### src/rtl/hazard_scoreboard.sv
// Decode-stage issue controller: per-register pending-write scoreboard with RUN/HOLD/DRAIN sequencing.
// Latency: zero-cycle issue decision; busy_o/err_o/state_o/drain_done_o are registered.
// Backpressure: stall_o holds ID on RAW hazard, full counter, stall_i, flush or drain.
//
// Ports:
//   clk, rst                  clock, synchronous active-high reset
//   issue_valid_i             decoded instruction present in ID
//   rd_addr_i / rs_addr_i     destination / source register addresses
//   rd_use_i / rs_use_i       instruction reads rd / rs as operands
//   wr_en_i                   instruction writes rd (reserve request)
//   stall_i, flush_i          next-stage stall, single-cycle flush pulse
//   wb_i, wb_r_i              write-back valid and register address
//   issue_o, stall_o          instruction accepted / ID must hold (combinational)
//   reserve_o                 register reserve request (issue_o & wr_en_i)
//   busy_o                    per-register pending-write flag (registered)
//   drain_done_o              one-cycle pulse when a flush drain completes
//   err_o                     sticky: write-back to a register with no pending write
//   state_o                   FSM state (RUN=0, HOLD=1, DRAIN=2)
//
// Optional feature macro: HAZARD_SCOREBOARD_BYPASS_EN
//   When defined, a source whose only pending write retires this cycle is not treated as
//   busy (the register file forwards the WB data), removing one stall cycle per RAW hazard.

module hazard_scoreboard #(
  parameter  int N_REG = 16,
  parameter  int W_CNT = 2,
  localparam int AW    = $clog2(N_REG)
) (
  input  logic             clk,
  input  logic             rst,
  input  logic             issue_valid_i,
  input  logic [AW-1:0]    rd_addr_i,
  input  logic [AW-1:0]    rs_addr_i,
  input  logic             rd_use_i,
  input  logic             rs_use_i,
  input  logic             wr_en_i,
  input  logic             stall_i,
  input  logic             flush_i,
  input  logic             wb_i,
  input  logic [AW-1:0]    wb_r_i,
  output logic             issue_o,
  output logic             stall_o,
  output logic             reserve_o,
  output logic [N_REG-1:0] busy_o,
  output logic             drain_done_o,
  output logic             err_o,
  output logic [1:0]       state_o
);

  typedef enum logic [1:0] {
    RUN   = 2'd0,
    HOLD  = 2'd1,
    DRAIN = 2'd2
  } state_t;

  localparam logic [W_CNT-1:0] CNT_MAX = {W_CNT{1'b1}};
  localparam logic [W_CNT-1:0] CNT_ONE = W_CNT'(1);

  logic [W_CNT-1:0] cnt [N_REG];
  logic [N_REG-1:0] busy;
  logic [N_REG-1:0] busy_eff;
  logic [N_REG-1:0] inc_vec;
  logic [N_REG-1:0] dec_vec;
  logic             hz;
  logic             all_zero;
  state_t           state;
  state_t           state_n;

  always_comb begin
    for (int r = 0; r < N_REG; r++) begin
      busy[r] = (cnt[r] != '0);
    end
  end

`ifdef HAZARD_SCOREBOARD_BYPASS_EN
  // A register whose last outstanding write is retiring right now can be read this cycle.
  always_comb begin
    for (int r = 0; r < N_REG; r++) begin
      busy_eff[r] = busy[r] & ~(wb_i & (wb_r_i == AW'(r)) & (cnt[r] == CNT_ONE));
    end
  end
`else
  assign busy_eff = busy;
`endif

  // The full-counter term uses the registered count: a same-cycle write-back does not
  // free a slot until the next cycle, so the counter can never wrap.
  assign hz = (rd_use_i & busy_eff[rd_addr_i])
            | (rs_use_i & busy_eff[rs_addr_i])
            | (wr_en_i & (cnt[rd_addr_i] == CNT_MAX))
            | stall_i;

  assign issue_o   = ~rst & issue_valid_i & ~hz & (state != DRAIN) & ~flush_i;
  assign stall_o   = ~rst & issue_valid_i & ~issue_o;
  assign reserve_o = issue_o & wr_en_i;
  assign all_zero  = ~|busy;
  assign busy_o    = busy;
  assign state_o   = state;

  // Decrement only when something is pending; a stray write-back only raises err_o.
  always_comb begin
    for (int r = 0; r < N_REG; r++) begin
      inc_vec[r] = reserve_o & (rd_addr_i == AW'(r));
      dec_vec[r] = wb_i & (wb_r_i == AW'(r)) & busy[r];
    end
  end

  always_ff @(posedge clk) begin
    if (rst) begin
      for (int r = 0; r < N_REG; r++) begin
        cnt[r] <= '0;
      end
      err_o <= 1'b0;
    end else begin
      for (int r = 0; r < N_REG; r++) begin
        if (inc_vec[r] & ~dec_vec[r]) begin
          cnt[r] <= cnt[r] + CNT_ONE;
        end else if (dec_vec[r] & ~inc_vec[r]) begin
          cnt[r] <= cnt[r] - CNT_ONE;
        end
      end
      if (wb_i & ~busy[wb_r_i]) begin
        err_o <= 1'b1;
      end
    end
  end

  always_ff @(posedge clk) begin
    if (rst) begin
      state        <= RUN;
      drain_done_o <= 1'b0;
    end else begin
      state        <= state_n;
      drain_done_o <= (state == DRAIN) & ~flush_i & all_zero;
    end
  end

  // Flush wins over everything, including an in-progress drain.
  always_comb begin
    state_n = state;
    if (flush_i) begin
      state_n = DRAIN;
    end else begin
      case (state)
        RUN:     if (issue_valid_i & hz) state_n = HOLD;
        HOLD:    if (issue_o | ~issue_valid_i) state_n = RUN;
        DRAIN:   if (all_zero) state_n = RUN;
        default: state_n = RUN;
      endcase
    end
  end

endmodule
### config.mk
export PLATFORM = sky130hd
export DESIGN_NAME = hazard_scoreboard
export DESIGN_NICKNAME = d
export VERILOG_FILES = /design/src/rtl/hazard_scoreboard.sv
export SDC_FILE = /design/constraint.sdc
export NUM_CORES = 1
export LEC_CHECK = 0
export CAP_MARGIN = 20
export CORE_ASPECT_RATIO = 0.7
export CORE_UTILIZATION = 45
export DETAILED_ROUTE_END_ITERATION = 12
export GPL_TIMING_DRIVEN = 0
export PLACE_DENSITY = 0.7
export SYNTH_ARGS = -nofsm -noshare
export SYNTH_HDL_FRONTEND = slang
export SYNTH_SLANG_ARGS = --single-unit
### constraint.sdc
create_clock -name clk -period 3.45 [get_ports clk]
set_input_delay 0.69 -clock clk [delete_from_list [all_inputs] [get_ports clk]]
set_output_delay 0.69 -clock clk [all_outputs]
set_load 0.05 [all_outputs]
Word level (Yosys, flattened, before mapping):

Memory sizes are Yosys's and may differ from the RTL's.
Cells that the tools add are included.

* register bits: 4
* memory bits (writable): 32
* input bits: 21
* output and inout bits: 23
* logic and storage cells: 428
* memories kept: 1

Memories
* cnt: depth 16, bits a word 2, read ports 17, clocked after memory_dff 0, write ports 16, line 59 `logic [W_CNT-1:0] cnt [N_REG];`

* add/sub/neg operators: 32
* $lt $le $gt $ge: 3
* equality and inequality tests: 40
* multiplexer cells: 157
* bitwise logic cells: 167
* reduce and logical (&&, ||, !) cells: 24

Operators by type and width (number)
* 2-to-1 mux 1 bit: 117
* AND 1 bit: 93
* 2-to-1 mux 2 bit: 36
* equality test 4 bit (second input constant): 16
* inverter 1 bit: 38
* bitwise OR 1 bit: 36
* adder 2 x 1 -> 2 bit (second input constant): 16
* equality test 4 x 3 -> 1 bit (second input constant): 8
* nonzero test 2 bit: 16
* subtractor 2 x 1 -> 2 bit (second input constant): 16
* equality test 4 x 2 -> 1 bit (second input constant): 4
* OR reduction 16 bit: 1
* less-than comparator 4 x 5 -> 1 bit (second input constant): 3
* binary-select mux 1 bit (select 4 bit): 3
* inequality test 3 bit (second input constant): 3
* equality test 4 x 1 -> 1 bit (second input constant): 2
* zero test 4 bit: 2
* inequality test 2 bit (second input constant): 4
* one-hot mux 2 bit (3 select lines): 1
* AND reduction 3 bit: 2
* equality test 2 bit (second input constant): 2
* equality test 2 x 1 -> 1 bit (second input constant): 1
* zero test 2 bit: 1
* OR reduction 2 bit: 1
* zero test 1 bit: 1

Depth between registers and ports, before layout:

* depth after elaboration: 20
* depth in mapped cells: 11

Worst setup path after synthesis:

Ideal clock, no wire load.

* path type: input to output
* start: input rs_addr_i[1]
* end: output stall_o
* data arrival time: 3.832 ns
* data required time: 2.760 ns
* path slack: -1.072 ns
* stages on the path: 8
* path buffers: 2
* cells stage by stage: clkbuf_1 mux4_2 mux2_2 o22ai_1 nor4_4 buf_6 and2_1 nor3b_1

* cells in the longest elaborated chain, start to end: 12

RTL lines
* start, declared: line 33 `input logic [AW-1:0] rs_addr_i,`
* binary-select mux 1 bit (select 4 bit): line 89 `| (rs_use_i & busy_eff[rs_addr_i])`
* 2-to-1 mux 1 bit (not written as such): line 89
* AND 1 bit: line 89
* bitwise OR 1 bit: line 89
* bitwise OR 1 bit: line 90 `| (wr_en_i & (cnt[rd_addr_i] == CNT_MAX))`
* bitwise OR 1 bit: line 91 `| stall_i;`
* inverter 1 bit: line 93 `assign issue_o = ~rst & issue_valid_i & ~hz & (state != DRAIN) & ~flush_i;`
* AND 1 bit (3 in series): line 93
* net issue_o: line 41 `output logic issue_o,`
* inverter 1 bit: line 94 `assign stall_o = ~rst & issue_valid_i & ~issue_o;`
* AND 1 bit: line 94
* end, declared: line 42 `output logic stall_o,`

The timed path passes the listed nets, and every way through them passes these cells. The select of a mux whose other input is x is not followed.

Worst setup path in the final report:

* start: input rd_addr_i[0]
* end: output stall_o

* cells in the longest elaborated chain, start to end: 12

RTL lines
* start, declared: line 32 `input logic [AW-1:0] rd_addr_i,`
* binary-select mux 1 bit (select 4 bit): line 88 `assign hz = (rd_use_i & busy_eff[rd_addr_i])`
* 2-to-1 mux 1 bit (not written as such): line 88
* AND 1 bit: line 88
* bitwise OR 1 bit: line 89
* bitwise OR 1 bit *: line 90
* bitwise OR 1 bit *: line 91
* inverter 1 bit *: line 93
* AND 1 bit * (3 in series): line 93
* inverter 1 bit *: line 94
* AND 1 bit *: line 94

Mark *: on every way between the ends. The rest lies on a longest branch, timed or not. The select of a mux whose other input is x is not followed.

==> impl_metrics.toml <==
[run_status]
violations = "setup timing"
status = "finished, violations left"

[global_route]
gr-total-overflow = 0
grtUsageTotal_pct = 28.6
grt_max_degree = 11
grt_pass1_wl_um = 15500
antenna_found_initial = 0
grt_pass1_vias = 2960

[clock_network]
root_buffer = "clkbuf_8"
clk_pin_slew_worst_paths_ns = 0.07
clock_path_buffers = 2
cts_hold_buf = 0
tritoncts = "built"
cts_buffers = 5
htree_num_levels = 2
clock-sinks = 36
clk_latency_ns = 0.31

[detailed_routing]
antenna_left = 0
vias = 3108
drtPass1Iterations = 5
drc_errors = 0
drt_iter0_markers = 306
avgViaCountPerCell = 6.18
finalWirelength_um = 9950
wl_per_cell_um = 19.8

[floorplan]
dieWidth_um = 102
die_y_um = 71.7
rows = 25
start_util_pct = 46.5
core-area_um2 = 6730
dieArea_um2 = 7290
io_pins = 44

[sta]
hold_violations = 0
clock_skew_ns = 0.00942
finalCriticalPeriod_ns = 3.47
final.setup.tns_ns = -0.0318
maxSlewHeadroom_pct = 48.1
whs_ns = 0.441
final_max_slew_viol_count = 0
timing.final.crit_share_pct = 101
setup_ws_ns = -0.0243
setup_viol = 2
max_freq_mhz = 288
rsz0062_at_grt = "yes"
tightest_slew_ns = 0.771

[setup_path]
path_max_fanout = 10
crit_type = "in2out"
crit_required_ns = 2.76
end_kind = "output port"
cp.arrival_ns = 2.78
start_kind = "primary input"

[synthesis]
syn_nets = 369
synth-warning-count = 0
synth-async-reset-ratio_pct = 0
yosysSeqAreaShare_pct = 33.3
synth_top_area_cell = "edfxtp_1"
synth_area_leaders = "edfxtp_1, mux4_2, xnor2_1"
synthCells = 347
synth_area_um2 = 3130
synth_edf_count = 32
synth.avg_cell_area_um2 = 9.01
ys_ff_latch = 36
synth_top_flop_cell = "edfxtp_1"
synthDistinctLibCells = 51
yosysTopAreaCellShare_pct = 30.7

[placement]
port_buffers = 40
dp_hpwl_um = 7220
place_inst = 481
gp_congestion = 0.945
place_ws_ns = -1.57

[pwr]
ir_drop_mv = 0.140
p_leak_nw = 1.40
power_density_nw_per_um2 = 314

[layout]
final_cell_mix = "edfxtp_1, clkdlybuf4s50_1, nor2_1"
n_antenna_cell = 0
post-route-util_pct = 59.9
area_growth_pct = 28.7
nets = 430
drive_gt1_share_pct = 20.5
fin_cells = 503

[hold_path]
hp-class = "reg2reg"

[run]
maxCapViolCount = 0
[report_power, final]
part	internal (W)	leakage [nW]	switching (W)	total, W
clock network	0.000163	0.0455	0.000159	0.000322
logic	0.000173	0.989	0.000236	0.000408
registers	0.000501	0.362	0.0000301	0.000531
[flip-flops by register name (all words and copies together), names as in the netlist]
name / flops
state_o: 2
err_o: 1
drain_done_o: 1
cnt: 32
[layout make-up]
class / instances / area [µm²]
flip-flops and latches: 36 / 1040
inverters: 19 / 71.3
well taps: 94 / 118
clock buffers: 8 / 90.1
multi-input cells: 273 / 2060
repair buffers: 58 / 528
fillers: 586 / 2700
plain buffers: 15 / 114
[layer usage]
| metal | track usage, % | vias up | routed length [µm] |
|---|---|---|---|
| met5 | 0 | - | 0 |
| met4 | 11.3 | 0 | 323 |
| li1 | - | 1416 | - |
| met1 | 41.3 | 1477 | 4410 |
| met3 | 5.07 | 34 | 826 |
| met2 | 42.7 | 181 | 4390 |
[through the flow]
step                total power (W)  area [µm²]
finish                      0.00126        4030
global placement           0.000888        3680
floorplan                  0.000775        3160
global route                0.00131        4030
detailed placement         0.000895        3680
CTS                         0.00125        3950
[final timing paths]
check / from / endpoint / slack (ns) / cells past startpoint
setup / recovery: rd_addr_i[0] / stall_o / -0.02 / 11
setup reg to reg: cnt[11][1]$_SDFFCE_PP0P_ / cnt[15][1]$_SDFFCE_PP0P_ / 0.28 / 8
hold reg to reg: state_o[1]$_SDFFE_PP0P_ / state_o[0]$_SDFFE_PP0P_ / 0.44 / 1
hold / removal: state_o[1]$_SDFFE_PP0P_ / state_o[0]$_SDFFE_PP0P_ / 0.44 / 1
[Yosys cell counts (2+ instances only)]
| library cell | n |
|---|---|
| or3_1 | 11 |
| nor2_2 | 2 |
| xnor2_1 | 18 |
| edfxtp_1 | 32 |
| a21o_1 | 4 |
| o21ai_0 | 7 |
| and3_1 | 2 |
| nor2b_1 | 7 |
| nand4b_1 | 2 |
| inv_1 | 16 |
| mux2i_1 | 5 |
| clkbuf_1 | 12 |
| a21oi_1 | 19 |
| nand2_1 | 24 |
| a22oi_1 | 6 |
| nor4_1 | 6 |
| xor2_1 | 9 |
| dfxtp_1 | 4 |
| buf_2 | 4 |
| mux4_2 | 15 |
| nand3b_1 | 3 |
| nand4_1 | 25 |
| nand3_1 | 2 |
| buf_1 | 2 |
| nand2b_1 | 19 |
| nor3_1 | 22 |
| nor2_1 | 33 |
| inv_2 | 3 |
| nor3b_1 | 6 |
| and2_1 | 6 |
[kinds of logic after synthesis]
kind of cell / count (synthesis) / synth area share [%]
AO/OA/AOI/OAI: 46 / 9.36
XOR/XNOR: 27 / 7.56
adder cells (fa/ha/maj): 1 / 0.400
buffers and inverters: 38 / 4.96
flip-flops: 36 / 33.3
multiplexers: 21 / 12.8
AND/OR/NAND/NOR: 178 / 31.7
[critical path, cell delays in order]
cell	delay [ns]
buf_4	0.15
buf_12	0.15
mux4_2	0.49
a22oi_1	0.31
a22oi_2	0.14
nor4_4	0.24
buf_6	0.17
buf_8	0.09
and2_4	0.14
nor3b_4	0.04
buf_6	0.17
[timing repair]
item,in CTS,in global routing
buffers inserted,12,6
endpoints found under the setup margin,61,7
gates cloned,0,0
resized for setup,65,12
pin swaps,5,7
No activity file was read; power rests on OpenSTA's default activity.
